[config.mk]
export PLATFORM = sky130hd
export DESIGN_NAME = vga_timing_gen
export DESIGN_NICKNAME = d
export VERILOG_FILES = /design/src/rtl/vga_timing_pkg.sv /design/src/rtl/vga_sync_delay.sv /design/src/rtl/vga_timing_gen.sv
export SDC_FILE = /design/constraint.sdc
export NUM_CORES = 1
export LEC_CHECK = 0
export CELL_PAD_IN_SITES_DETAIL_PLACEMENT = 1
export CELL_PAD_IN_SITES_GLOBAL_PLACEMENT = 1
export CORE_MARGIN = 5
export CORE_UTILIZATION = 43
export CTS_CLUSTER_DIAMETER = 60
export DETAILED_ROUTE_END_ITERATION = 10
export GPL_TIMING_DRIVEN = 0
export PLACE_DENSITY_LB_ADDON = 0.1
export SETUP_SLACK_MARGIN = 0.5
export SLEW_MARGIN = 5
export SYNTH_ARGS = -nofsm -noshare
export SYNTH_HDL_FRONTEND = slang
export SYNTH_SLANG_ARGS = --single-unit
[constraint.sdc]
create_clock -name vga_clk -period 10 [get_ports vga_clk]
set_clock_uncertainty 0.15 [all_clocks]
set_input_delay 1.5 -clock vga_clk [delete_from_list [all_inputs] [get_ports vga_clk]]
set_output_delay 1.5 -clock vga_clk [all_outputs]
set_load 0.02 [all_outputs]
[src/rtl/vga_timing_pkg.sv]
// Shared raster timing definitions: 640x480@60 defaults, size helpers and
// the coordinate type used by the timing generator and the mapper blocks.
package vga_timing_pkg;

   typedef logic [9:0] coord_t;

   localparam int unsigned DEF_H_VISIBLE = 640;
   localparam int unsigned DEF_H_FRONT   = 16;
   localparam int unsigned DEF_H_SYNC    = 96;
   localparam int unsigned DEF_H_BACK    = 48;
   localparam int unsigned DEF_V_VISIBLE = 480;
   localparam int unsigned DEF_V_FRONT   = 10;
   localparam int unsigned DEF_V_SYNC    = 2;
   localparam int unsigned DEF_V_BACK    = 33;

   localparam int unsigned MAX_TOTAL = 1024;

   function automatic int unsigned raster_total(input int unsigned visible,
                                                input int unsigned front,
                                                input int unsigned sync,
                                                input int unsigned back);
      return visible + front + sync + back;
   endfunction

   // First column/line of the sync pulse.
   function automatic int unsigned sync_start(input int unsigned visible,
                                              input int unsigned front);
      return visible + front;
   endfunction

   // One past the last column/line of the sync pulse.
   function automatic int unsigned sync_end(input int unsigned visible,
                                            input int unsigned front,
                                            input int unsigned sync);
      return visible + front + sync;
   endfunction

endpackage

[src/rtl/vga_sync_delay.sv]
// N-stage, W-bit shift register with asynchronous active-low reset to RST_VAL.
// N = 0 is a plain combinational pass-through.
module vga_sync_delay #(
   parameter int unsigned N       = 2,
   parameter int unsigned W       = 3,
   parameter logic [W-1:0] RST_VAL = '0
) (
   input  logic         clk_i,
   input  logic         rst_ni,
   input  logic [W-1:0] data_i,
   output logic [W-1:0] data_o
);

   if (N == 0) begin : g_pass
      logic unused_s;
      assign unused_s = clk_i ^ rst_ni;
      assign data_o   = data_i;
   end else begin : g_pipe
      logic [W-1:0] stage_q [N];

      // Shift chain; every stage resets to the idle sync levels.
      always_ff @(posedge clk_i or negedge rst_ni) begin
         if (!rst_ni) begin
            for (int unsigned i = 0; i < N; i++) begin
               stage_q[i] <= RST_VAL;
            end
         end else begin
            stage_q[0] <= data_i;
            for (int unsigned i = 1; i < N; i++) begin
               stage_q[i] <= stage_q[i-1];
            end
         end
      end

      assign data_o = stage_q[N-1];
   end

endmodule

[src/rtl/vga_timing_gen.sv]
// Raster timing generator: pixel/line counters, visible-area and sync decode,
// start-of-frame pulse, frame counter and pipeline-aligned sync copies.
module vga_timing_gen
   import vga_timing_pkg::*;
#(
   parameter int unsigned H_VISIBLE  = DEF_H_VISIBLE,
   parameter int unsigned H_FRONT    = DEF_H_FRONT,
   parameter int unsigned H_SYNC     = DEF_H_SYNC,
   parameter int unsigned H_BACK     = DEF_H_BACK,
   parameter int unsigned V_VISIBLE  = DEF_V_VISIBLE,
   parameter int unsigned V_FRONT    = DEF_V_FRONT,
   parameter int unsigned V_SYNC     = DEF_V_SYNC,
   parameter int unsigned V_BACK     = DEF_V_BACK,
   parameter int unsigned PIPE_DELAY = 2,
   parameter int unsigned FRAME_W    = 8
) (
   input  logic               vga_clk,
   input  logic               reset_n,
   output coord_t             DrawX,
   output coord_t             DrawY,
   output logic               blank,
   output logic               hs,
   output logic               vs,
   output logic               hs_d,
   output logic               vs_d,
   output logic               blank_d,
   output logic               sof,
   output logic [FRAME_W-1:0] frame_count
);

   localparam int unsigned H_TOTAL  = raster_total(H_VISIBLE, H_FRONT, H_SYNC, H_BACK);
   localparam int unsigned V_TOTAL  = raster_total(V_VISIBLE, V_FRONT, V_SYNC, V_BACK);
   localparam int unsigned HS_START = sync_start(H_VISIBLE, H_FRONT);
   localparam int unsigned HS_END   = sync_end(H_VISIBLE, H_FRONT, H_SYNC);
   localparam int unsigned VS_START = sync_start(V_VISIBLE, V_FRONT);
   localparam int unsigned VS_END   = sync_end(V_VISIBLE, V_FRONT, V_SYNC);
   localparam coord_t      H_LAST   = coord_t'(H_TOTAL - 1);
   localparam coord_t      V_LAST   = coord_t'(V_TOTAL - 1);

   if ((H_TOTAL > MAX_TOTAL) || (V_TOTAL > MAX_TOTAL) || (PIPE_DELAY > 7)) begin : g_bad_params
      $error("vga_timing_gen: raster totals must be <= 1024 and PIPE_DELAY <= 7");
   end

   coord_t             x_q, x_d;
   coord_t             y_q, y_d;
   logic               vis_q, vis_d;
   logic               hsync_q, hsync_d;
   logic               vsync_q, vsync_d;
   logic               sof_q, sof_d;
   logic [FRAME_W-1:0] frame_q, frame_d;
   logic [2:0]         sync_dly_s;

   // Next raster position: column wraps at the line end and carries into the line.
   always_comb begin
      x_d = x_q;
      y_d = y_q;
      if (x_q == H_LAST) begin
         x_d = 10'd0;
         if (y_q == V_LAST) begin
            y_d = 10'd0;
         end else begin
            y_d = y_q + 10'd1;
         end
      end else begin
         x_d = x_q + 10'd1;
      end
   end

   // Decode from the next position so the registered flags line up with the counters.
   always_comb begin
      vis_d   = (32'(x_d) < H_VISIBLE) && (32'(y_d) < V_VISIBLE);
      hsync_d = !((32'(x_d) >= HS_START) && (32'(x_d) < HS_END));
      vsync_d = !((32'(y_d) >= VS_START) && (32'(y_d) < VS_END));
      sof_d   = (x_d == 10'd0) && (y_d == 10'd0);
      if (sof_d) begin
         frame_d = frame_q + FRAME_W'(1'b1);
      end else begin
         frame_d = frame_q;
      end
   end

   // Timing state; reset parks the raster on its last position so release starts a frame.
   always_ff @(posedge vga_clk or negedge reset_n) begin
      if (!reset_n) begin
         x_q     <= H_LAST;
         y_q     <= V_LAST;
         vis_q   <= 1'b0;
         hsync_q <= 1'b1;
         vsync_q <= 1'b1;
         sof_q   <= 1'b0;
         frame_q <= '0;
      end else begin
         x_q     <= x_d;
         y_q     <= y_d;
         vis_q   <= vis_d;
         hsync_q <= hsync_d;
         vsync_q <= vsync_d;
         sof_q   <= sof_d;
         frame_q <= frame_d;
      end
   end

   vga_sync_delay #(
      .N       (PIPE_DELAY),
      .W       (3),
      .RST_VAL (3'b110)
   ) u_sync_delay (
      .clk_i  (vga_clk),
      .rst_ni (reset_n),
      .data_i ({hsync_q, vsync_q, vis_q}),
      .data_o (sync_dly_s)
   );

   assign DrawX       = x_q;
   assign DrawY       = y_q;
   assign blank       = vis_q;
   assign hs          = hsync_q;
   assign vs          = vsync_q;
   assign sof         = sof_q;
   assign frame_count = frame_q;
   assign hs_d        = sync_dly_s[2];
   assign vs_d        = sync_dly_s[1];
   assign blank_d     = sync_dly_s[0];

endmodule

# Yosys cells after proc, flatten, opt, wreduce, memory -nomap -nowiden
# Cells that the tools add are included.
# totals
register_bits	38
latch_bits	0
ram_bits	0
rom_bits	0
input_bits	2
output_inout_bits	35
word_cells	31
n_memories	0
# classes
addsub	3
mul	0
div_mod_pow	0
order_cmp	6
eq_ne	2
shifts	0
mux	3
n_bitwise	0
n_reduce_logical	8
# ops
cell	count
two-way mux 10 bit	3
adder 10 x 1 -> 10 bit (second input constant)	2
== test 10 bit (second input constant)	2
zero test 10 bit	2
less-than comparator 10 bit (second input constant)	2
less-than comparator 10 x 9 -> 1 bit (second input constant)	2
>= comparator 10 bit (second input constant)	1
>= comparator 10 x 9 -> 1 bit (second input constant)	1
adder 8 x 1 -> 8 bit (second input constant)	1
logical AND 1 bit	4
zero test 1 bit	2

# Logic depth before layout (Yosys ltp)
# Gate-level depths: netlist of the first run.
# logic_depth
ltp_word	6
mapped_depth	11
mapped_depth_nobuf	9

# By module
# Synthesis of the first run repeated with hierarchy kept, for this count alone.
# hier_totals
cells_unflattened	203
hier_area_um2	2045.7
# by_module_without_submodules
module	n_inst	cells_each	area_per_inst_um2	seq_area_each_um2
vga_timing_gen	1	194	1868.0	815.8
vga_sync_delay	1	9	177.7	155.1

# Worst setup path before layout of the first run
# OpenSTA, ideal clock, no wires.
# synth_path
path_type	flip-flop to flip-flop
startpoint	register x_q[0] (netlist: DrawX[0])
endpoint	register frame_q[1] (netlist: frame_count[1])
setup_ps	125
t_arrival_ps	2985
required_time_ps	9725
setup_slack_ps	6740
stages_incl_launch_ff	11
path_buffers	2
synth_period_minus_slack_ps	3260
path_cell_list	dfstp_2 ha_1 and4_1 and3_1 buf_6 nand3_2 a2111o_1 or4_1 buf_2 nor2_1 mux2_2
# synth_via
elab_chain_cells	4
elab_cells_between_ends	7
classes_between	add/sub (1); eq/ne (1); mux (2); reduce/logical (3)
# synth_lines
item	line_no	source
start: declaration	vga_timing_gen.sv:44	coord_t x_q, x_d;
start signal: assignment	vga_timing_gen.sv:85	x_q <= H_LAST;
start signal: assignment	vga_timing_gen.sv:93	x_q <= x_d;
adder 10 x 1 -> 10 bit or == test 10 bit (tied branches)	vga_timing_gen.sv:65, vga_timing_gen.sv:57	
two-way mux 10 bit	vga_timing_gen.sv:57	if (x_q == H_LAST) begin
zero test 10 bit	vga_timing_gen.sv:74	sof_d = (x_d == 10'd0) && (y_d == 10'd0);
logical AND 1 bit *	vga_timing_gen.sv:74	
end signal: assignment	vga_timing_gen.sv:99	frame_q <= frame_d;
end: declaration	vga_timing_gen.sv:50	logic [FRAME_W-1:0] frame_q, frame_d;
# Every way passes the cells marked *; elsewhere a longest branch is shown, timed or not.
# A chain may end at the register's enable or synchronous reset.

# Final worst setup path of the first run
# layout_path
startpoint	register x_q[0] (netlist: DrawX[0])
endpoint	register frame_q[1] (netlist: frame_count[1])
# layout_via
elab_chain_cells	4
elab_cells_between_ends	7
classes_between	add/sub (1); eq/ne (1); mux (2); reduce/logical (3)
# layout_lines
item	line_no	source
== test 10 bit	vga_timing_gen.sv:57	
two-way mux 10 bit	vga_timing_gen.sv:57	
net y_d[8]	vga_timing_gen.sv:45	coord_t y_q, y_d;
zero test 10 bit	vga_timing_gen.sv:74	
logical AND 1 bit	vga_timing_gen.sv:74	
# The timed path passes the listed nets, and every way through them passes these cells.

==> flow_summary.yaml, run 1 <==
worst_hold_path:
  min_path_cells: 0
  hp-class: "register to register"
clock_tree:
  cts_buffers: 5
  clk_pin_slew_ns: 0.08
  cts-root-buf: "clkbuf_8"
  cts.sinks: 38
  clk_latency_ns: 0.30
  post_cts_resize_count: 0
  htreeDepth: 2
  cts.path.max_buffers: 2
  cts_tree: "yes"
  cts_hold_buffers: 0
  cts_setup_buffers: 0
grt:
  grtUsageTotal_pct: 18.2
  grt_pass1_vias: 1775
  antenna_found_initial: 0
  grt_pass1_wl_um: 8960
  grt-ovfl-total: 0
  grt_max_degree: 37
layout:
  fin_util_pct: 56.6
  antenna_cells: 0
  syn_to_final_growth_pct: 28.0
  final_nets: 254
  drive_above_1_share_pct: 17.3
  fillerInstances: 522
sta:
  grt_setup_unrepaired: "no"
  hold_violations: 0
  min_period_ns: 3.85
  tns_ns: 0
  max_freq_mhz: 260
  slew_headroom_pct: 70.9
  finalSetupViolCount: 0
  drv_slew: 0
  finalCritPeriodShare_pct: 38.5
  tightestPinTransition_ns: 0.432
floorplanning:
  die_area_um2: 6320
  die_h_um: 79.5
  core_um2: 4690
  initial_utilization_pct: 44.3
  die_w_um: 79.5
  boundaryPins: 37
  fp-row-count: 25
synthesis:
  ys_seq_elements: 38
  synth_ff_type: "dfrtp_1"
  synth_top_area_share_pct: 26.5
  syn_nets: 210
  ys_types: 49
  ys_warn_count: 0
  synthArstFlopShare_pct: 100
  ys_top_cells_by_count: "22 x dfrtp_1, 16 x dfstp_2, 16 x o21ai_0"
  synthMostInstantiatedCell: "dfrtp_1"
  synthCells: 204
  synth_area_leaders: "dfrtp_1 27%, dfstp_2 20%, xor2_1 4.6%"
  seq_area_frac_synth_pct: 46.7
  synth_top_area_cell: "dfrtp_1"
  syn_area_um2: 2080
  synth_edf_count: 0
  synth_area_per_cell_um2: 10.2
route:
  drt_iter0_drc: 45
  wire_per_inst_um: 17.6
  drtPass1Iterations: 4
  dr_total_vias: 1722
  routed-wl-met2_um: 2650
  ant_nets: 0
  wl_um: 5320
  viasPerCell: 5.68
  routed.top_layer: "met4"
  drc: 0
  met3_length_um: 180
  wl_met1_um: 2440
setup_path:
  crit_top_cell: "buf_2"
  cp_num_buf_inv: 2
  start_kind: "register"
  path_depth: 10
  cp.required_ns: 10.03
  reg2reg_depth: 10
  path_cells: "ha_1, and4_1, buf_2, nand3_1, o21ai_0, o31ai_1, or4_1, buf_2, nor2_1, mux2_2"
  cp.arrival_ns: 3.89
  critPathMaxStageDelay_ns: 0.57
  crit_family: "simple AND/OR/NAND/NOR gates"
  worstPathMaxFanout: 10
  end_kind: "register"
  critPathKind: "register to register"
  crit_slowest_cell: "dfstp_2"
placement:
  routabilityCongestion: 0.811
  port_buffers: 36
  hpwl_um: 3920
power_and_ir_drop:
  finalPower_w: 0.000317
  leakage_nw: 1.11
  vdd_ir_drop_max_uv: 112
  powerDensity_nw_per_um2: 119
outcome:
  status: "finished clean"
job:
  max-cap-violations: 0
[cells in the final DEF (no fill, tap or decap), types with 3 or more instances in the layout]
master | Yosys | final
a21oi_1 | 4 | 4
and3_1 | 6 | 6
and4_1 | 5 | 5
buf_2 | 6 | 7
clkbuf_1 | 3 | 3
clkbuf_8 | 0 | 5
clkdlybuf4s50_1 | 0 | 35
dfrtp_1 | 22 | 22
dfstp_2 | 16 | 16
ha_1 | 4 | 4
inv_1 | 8 | 8
nand2_1 | 14 | 14
nand3_1 | 13 | 13
nand4_1 | 10 | 10
nor2_1 | 13 | 13
nor2b_1 | 3 | 3
nor3_1 | 4 | 4
o21ai_0 | 16 | 16
or3_1 | 3 | 3
xnor2_1 | 8 | 8
xor2_1 | 11 | 11
[per-stage QoR]
step           instances  cell area [µm²]  hold slack [ns]  worst slack [ns]
2_1_floorplan        204             2080            0.181              6.74
3_3_place_gp         294             2500            0.184              6.25
3_5_place_dp         295             2520            0.186              6.23
4_1_cts              303             2660            0.205              6.19
5_1_grt              303             2660            0.221              6.04
6_report             303             2660            0.203              6.15
[where the power goes]
part	internal, W	leakage, nW	total (W)	switching (W)
combinational	0.000000953	0.586	0.00000396	0.00000301
clock	0.000100	0.0683	0.000159	0.0000592
sequential	0.000154	0.454	0.000154	0
total	0.000255	1.11	0.000317	0.0000622
[cell type report]
type	count	area, µm²	share of cell area, %
multi-input combinational	147	1010	38.1
sequential	38	971	36.5
timing repair buffer	37	375	14.1
clock buffer	5	68.8	2.59
clock inverter	3	68.8	2.59
tap	54	67.6	2.54
buffer	11	63.8	2.40
inverter	8	30.0	1.13
[path summary, 6_finish.rpt]
check / startpoint / to / slack, ns
worst max-delay path: DrawX[0] / frame_count[1] / 6.15
worst min-delay path: u_sync_delay.g_pipe.stage_q[3] / u_sync_delay.data_o[0] / 0.20
worst max register to register: DrawX[0] / frame_count[1] / 6.15
worst min register to register: u_sync_delay.g_pipe.stage_q[3] / u_sync_delay.data_o[0] / 0.20
max in group asynchronous: reset_n / u_sync_delay.data_o[2] / 8.40
min in group asynchronous: reset_n / u_sync_delay.data_o[1] / 1.03
[kinds of logic after synthesis]
group	after synthesis	synth area share, %
compound gates	34	10.6
xor+xnor	19	8.01
fa+ha+maj	4	2.41
buf+inv	19	4.52
flops	38	46.7
mux	2	1.02
simple gates	88	26.7
[flip-flops by register name (all words and copies together), names as in the netlist]
signal	cells
DrawY	10
sof	1
DrawX	10
blank	1
hs	1
vs	1
u_sync_delay.g_pipe.stage_q	3
u_sync_delay.data_o	3
frame_count	8
[layer usage]
metal  up-vias  global-route usage, %
met5         -                      0
met4         0                   5.33
met3         6                   4.06
met2        32                   31.1
met1       859                   22.8
li1        825                      -
[worst reg2reg max path, cell delays in order, from the launching register on]
cell and delay, ns:
dfstp_2 0.57, ha_1 0.30, and4_1 0.28, buf_2 0.22, nand3_1 0.33, o21ai_0 0.40, o31ai_1 0.19, or4_1 0.55
buf_2 0.20, nor2_1 0.19, mux2_2 0.35
Note: power is estimated with default switching activity, not from simulation.
==> run 2, diff against run 1 <==
--- a/config.mk
+++ b/config.mk
@@ -8,7 +8,7 @@
 export CELL_PAD_IN_SITES_DETAIL_PLACEMENT = 1
 export CELL_PAD_IN_SITES_GLOBAL_PLACEMENT = 1
 export CORE_MARGIN = 5
-export CORE_UTILIZATION = 43
+export CORE_UTILIZATION = 36
 export CTS_CLUSTER_DIAMETER = 60
 export DETAILED_ROUTE_END_ITERATION = 10
 export GPL_TIMING_DRIVEN = 0
==> constraint.sdc (replaced) <==
create_clock -name vga_clk -period 3.5 [get_ports vga_clk]
set_clock_uncertainty 0.15 [all_clocks]
set_input_delay 0.525 -clock vga_clk [delete_from_list [all_inputs] [get_ports vga_clk]]
set_output_delay 0.525 -clock vga_clk [all_outputs]
set_load 0.02 [all_outputs]
==> flow_summary.yaml, run 2 (synthesis gave the netlist of run 1 again) <==
route:
  wire_per_inst_um: 17.2
  drt_iter0_drc: 45
  dr_total_vias: 1797
  viasPerCell: 5.30
  ant_nets: 0
  drc: 0
  drtPass1Iterations: 4
  wl_um: 5820
power_and_ir_drop:
  powerDensity_nw_per_um2: 284
  leakage_nw: 1.21
  vdd_ir_drop_max_uv: 204
clock_tree:
  htreeDepth: 2
  cts-root-buf: "clkbuf_8"
  clk_pin_slew_ns: 0.08
  cts_buffers: 5
  cts.path.max_buffers: 2
  cts_tree: "yes"
  cts.sinks: 38
  clk_latency_ns: 0.29
sta:
  drv_slew: 0
  tns_ns: 0
  finalCritPeriodShare_pct: 85.4
  tightestPinTransition_ns: 0.469
  hold_violations: 0
  min_period_ns: 2.99
  slew_headroom_pct: 68.4
  grt_setup_unrepaired: "yes"
  max_freq_mhz: 335
  finalSetupViolCount: 0
floorplanning:
  boundaryPins: 37
  die_w_um: 86.0
  die_h_um: 86.0
  initial_utilization_pct: 37.5
  fp-row-count: 27
  die_area_um2: 7390
  core_um2: 5540
worst_hold_path:
  hold_end: "u_sync_delay.data_o[0]"
  hp-class: "register to register"
  min_path_cells: 0
  hp-start: "u_sync_delay.g_pipe.stage_q[3]"
setup_path:
  r2r_start: "DrawX[0]"
  end_kind: "register"
  cp_num_buf_inv: 2
  crit_family: "simple AND/OR/NAND/NOR gates"
  cp.required_ns: 3.53
  start_kind: "register"
  crit_slowest_cell: "dfstp_2"
  cp.arrival_ns: 3.01
  critPathKind: "register to register"
  worstPathMaxFanout: 7
  rrSetupSlack_ns: 0.51
  reg2reg_depth: 10
  r2r-end: "frame_count[1]"
  crit_top_cell: "buf_8"
  path_cells: "ha_4, and4_4, buf_8, nand4_1, o21a_1, a2111o_1, or4_4, buf_8, nor2_4, mux2_2"
  critPathMaxStageDelay_ns: 0.56
layout:
  antenna_cells: 0
  register_area_um2: 972
  drive_above_1_share_pct: 28.8
  syn_to_final_growth_pct: 40.2
  fillerInstances: 644
  final_common_cell: "clkdlybuf4s50_1"
  multi_input_area_um2: 1100
  layout_common_cells: "35 x clkdlybuf4s50_1, 21 x dfrtp_1, 16 x dfstp_2, 16 x buf_4"
  final_nets: 272
  fin_area_um2: 2910
placement:
  hpwl_um: 4010
  dpl_cell_area_um2: 2570
  port_buffers: 36
  routabilityCongestion: 0.810
job:
  max-cap-violations: 0
grt:
  grt-ovfl-total: 0
  grt_pass1_wl_um: 9540
  grtUsageTotal_pct: 16.1
  grt_max_degree: 27
  antenna_found_initial: 0
  grt_pass1_vias: 1865
outcome:
  status: "finished clean"
run 2: cell count changes in the layout (fill, tap and decap cells not counted), moves of 2 or more:
cell | previous run | this run
clkinv_2 | 0 | 2
buf_2 | 7 | 3
buf_4 | 0 | 16
clkbuf_1 | 3 | 0
ha_1 | 4 | 2
buf_6 | 2 | 4
and3_1 | 6 | 4
and3_4 | 0 | 2
buf_8 | 0 | 2
and4_1 | 5 | 2
and4_4 | 0 | 2
o21ai_0 | 16 | 14
clkbuf_2 | 0 | 3
run 2: what timing repair did:
item | CTS | global route
buffers inserted | 9 | 8
endpoints found under the hold margin | 10 | 0
gates resized for setup | 13 | 16
hold buffers | 1 | 0
setup endpoints to repair | 8 | 6
pin swaps | 4 | 4
run 2: how the worst max path moves through the flow:
stage,startpoint,to,slack [ns],depth (start not counted)
after global placement,DrawX[0],frame_count[1],0.27,10
after floorplan,DrawX[0],frame_count[1],0.50,10
after global routing,DrawX[0],frame_count[1],0.45,10
after CTS,DrawX[0],frame_count[1],0.52,10
final,DrawX[0],frame_count[1],0.51,10
after detailed placement,DrawX[0],frame_count[1],0.25,10
run 2: through the flow:
step | std cells | utilization [%] | power (W) | setup slack, ns | hold WS, ns
CTS | 331 | 50.6 | 0.000840 | 0.516 | 0.207
detailed placement | 313 | 46.5 | 0.000460 | 0.252 | 0.188
finish | 339 | 52.6 | 0.000827 | 0.512 | 0.203
global route | 339 | 52.6 | 0.000865 | 0.455 | 0.217
global placement | 312 | 46.2 | 0.000458 | 0.266 | 0.187
floorplan | 204 | - | 0.000448 | 0.500 | 0.0794
run 2: power by group:
group          switching [W]  internal [W]  leakage (nW)
registers                  0      0.000440         0.452
clock network       0.000165      0.000210        0.0579
logic             0.00000914    0.00000336         0.699
run 2: cell type report:
cell class	instances	share of cell area [%]
clock inverters	3	1.38
inverters	8	1.03
clock buffers	5	2.36
multi-input cells	147	37.7
repair buffers	55	17.7
plain buffers	11	3.31
flip-flops and latches	38	33.4
well taps	72	3.09
run 2: routing by layer:
layer | track usage [%] | up-vias | wire length (µm)
met1 | 21.5 | 893 | 2720
met5 | 0 | - | 0
met4 | 3.02 | 0 | 44
met3 | 3.17 | 7 | 189
li1 | - | 866 | -
met2 | 27.2 | 31 | 2860
==> run 3, diff against run 2 <==
--- a/config.mk
+++ b/config.mk
@@ -8,7 +8,7 @@
 export CELL_PAD_IN_SITES_DETAIL_PLACEMENT = 1
 export CELL_PAD_IN_SITES_GLOBAL_PLACEMENT = 1
 export CORE_MARGIN = 5
-export CORE_UTILIZATION = 36
+export CORE_UTILIZATION = 40
 export CTS_CLUSTER_DIAMETER = 60
 export DETAILED_ROUTE_END_ITERATION = 10
 export GPL_TIMING_DRIVEN = 0
==> constraint.sdc (replaced) <==
create_clock -name vga_clk -period 2.82 [get_ports vga_clk]
set_clock_uncertainty 0.15 [all_clocks]
set_input_delay 0.423 -clock vga_clk [delete_from_list [all_inputs] [get_ports vga_clk]]
set_output_delay 0.423 -clock vga_clk [all_outputs]
set_load 0.02 [all_outputs]
==> flow_summary.yaml, run 3 (synthesis gave the netlist of run 1 again) <==
outcome:
  status: "finished with violations"
  violations: "setup timing"
layout:
  final_nets: 273
  fin_area_um2: 3020
  fillerInstances: 568
  syn_to_final_growth_pct: 45.3
  fin_util_pct: 59.5
  final_cells: 338
  drive_above_1_share_pct: 32.8
  final_common_cell: "clkdlybuf4s50_1"
  antenna_cells: 0
  layout_common_cells: "35 x clkdlybuf4s50_1, 20 x dfrtp_1, 19 x buf_4"
job:
  max-cap-violations: 0
sta:
  drv_slew: 0
  max_freq_mhz: 337
  min_period_ns: 2.97
  grt_setup_unrepaired: "yes"
  finalCritPeriodShare_pct: 105
  hold_violations: 0
  tightestPinTransition_ns: 0.846
  slew_headroom_pct: 43.6
  finalSetupViolCount: 8
  setup_ws_ns: -0.147
  holdWs_ns: 0.0866
  tns_ns: -0.631
floorplanning:
  initial_utilization_pct: 40.9
  die_w_um: 82.1
  core_um2: 5070
  boundaryPins: 37
  die_h_um: 82.1
  fp-row-count: 26
  die_area_um2: 6730
setup_path:
  end_kind: "register"
  r2r_start: "DrawY[3]"
  worstPathMaxFanout: 10
  critPathKind: "register to register"
  cp.arrival_ns: 3.00
  start_kind: "register"
  startpoint: "DrawY[3]"
  critPathMaxStageDelay_ns: 0.56
  crit_slowest_cell: "dfstp_2"
  cp.required_ns: 2.85
  path_cells: "buf_6, nand4_1, or3_4, o21ai_4, o31ai_2, or4_4, buf_8, nor2_4, mux2_4"
route:
  viasPerCell: 5.53
  drtPass1Iterations: 4
  met3_length_um: 211
  wl_met1_um: 2640
  drt_iter0_drc: 46
  routed-wl-met2_um: 3110
  wire_per_inst_um: 18.0
  wl_um: 6090
  routed.top_layer: "met4"
  ant_nets: 0
  drc: 0
  dr_total_vias: 1868
power_and_ir_drop:
  power_frac_seq_pct: 48.3
  p_sw_share_pct: 18.2
  combPwrFrac_pct: 0.9
  powerDensity_nw_per_um2: 374
  intPower_w: 0.000924
  vdd_ir_drop_max_uv: 207
  clkPwrFrac_pct: 50.7
  leakage_nw: 1.31
  p_switching_w: 0.000206
clock_tree:
  clk_pin_slew_ns: 0.08
  cts.path.max_buffers: 2
  cts_hold_buffers: 0
  cts-root-buf: "clkbuf_8"
  clk_latency_ns: 0.29
  cts_tree: "yes"
  cts.sinks: 38
  cts_buffers: 5
  htreeDepth: 2
grt:
  grt_pass1_vias: 1870
  antenna_found_initial: 0
  grt_pass1_wl_um: 9550
  grtUsageTotal_pct: 18.7
  grt_max_degree: 39
  grt-ovfl-total: 0
placement:
  port_buffers: 36
  placed_cells: 310
  routabilityCongestion: 0.786
  hpwl_um: 3850
  dpl_cell_area_um2: 2560
worst_hold_path:
  hp-class: "input pin to asynchronous set/reset pin"
[run 3: worst max-delay path, delay by kind of cell (launching register included)]
kind,cells,cell delay (ns)
flops,1,0.56
buf+inv,2,0.30
compound gates,2,0.28
simple gates,4,1.26
mux,1,0.30
[run 3: timing repair]
| action | in CTS | in global routing |
|---|---|---|
| resized for setup | 29 | 13 |
| buffers inserted | 15 | 5 |
| setup endpoints to repair | 11 | 12 |
| hold endpoints to repair | 0 | 0 |
| pin swaps | 9 | 9 |
[run 3: metrics by stage]
stage                     setup slack (ns)  total power (W)
after floorplan                     -0.149         0.000556
after detailed placement            -0.382         0.000567
after global placement              -0.370         0.000568
after global routing                -0.210          0.00117
after CTS                          -0.0992          0.00114
final                               -0.147          0.00113
[run 3: final cells by class]
cell class                      instances  area [µm²]  area share, %
Clock buffer                            6        82.6           2.74
Timing Repair Buffer                   56         513           17.0
Sequential cell                        38         973           32.3
Tap cell                               70        87.6           2.90
Buffer                                 11        98.8           3.28
Clock inverter                          2        60.1           1.99
Inverter                                8        30.0          0.995
Multi-Input combinational cell        147        1170           38.8
[run 3: path summary, 6_finish.rpt]
check	slack, ns	depth (start not counted)	endpoint
min	0.09	1	DrawY[5]
min in group vga_clk	0.21	0	u_sync_delay.data_o[0]
min reg2reg	0.21	0	u_sync_delay.data_o[0]
max	-0.15	9	frame_count[1]
max reg2reg	-0.15	9	frame_count[1]
max in group asynchronous	1.86	1	DrawY[0]
[run 3: power groups by stage]
stage	clock [W]	combinational, W	sequential [W]
floorplan	0	0.000000000449	0.000556
global placement	0	0.0000121	0.000555
detailed placement	0	0.0000118	0.000555
CTS	0.000584	0.0000117	0.000546
global route	0.000610	0.0000133	0.000546
finish	0.000573	0.0000107	0.000546
[run 3: metal layers]
layer	vias up	global-route usage, %
li1	869	-
met1	950	23.9
met2	39	31.7
met3	10	3.51
met4	0	6.48
met5	-	0
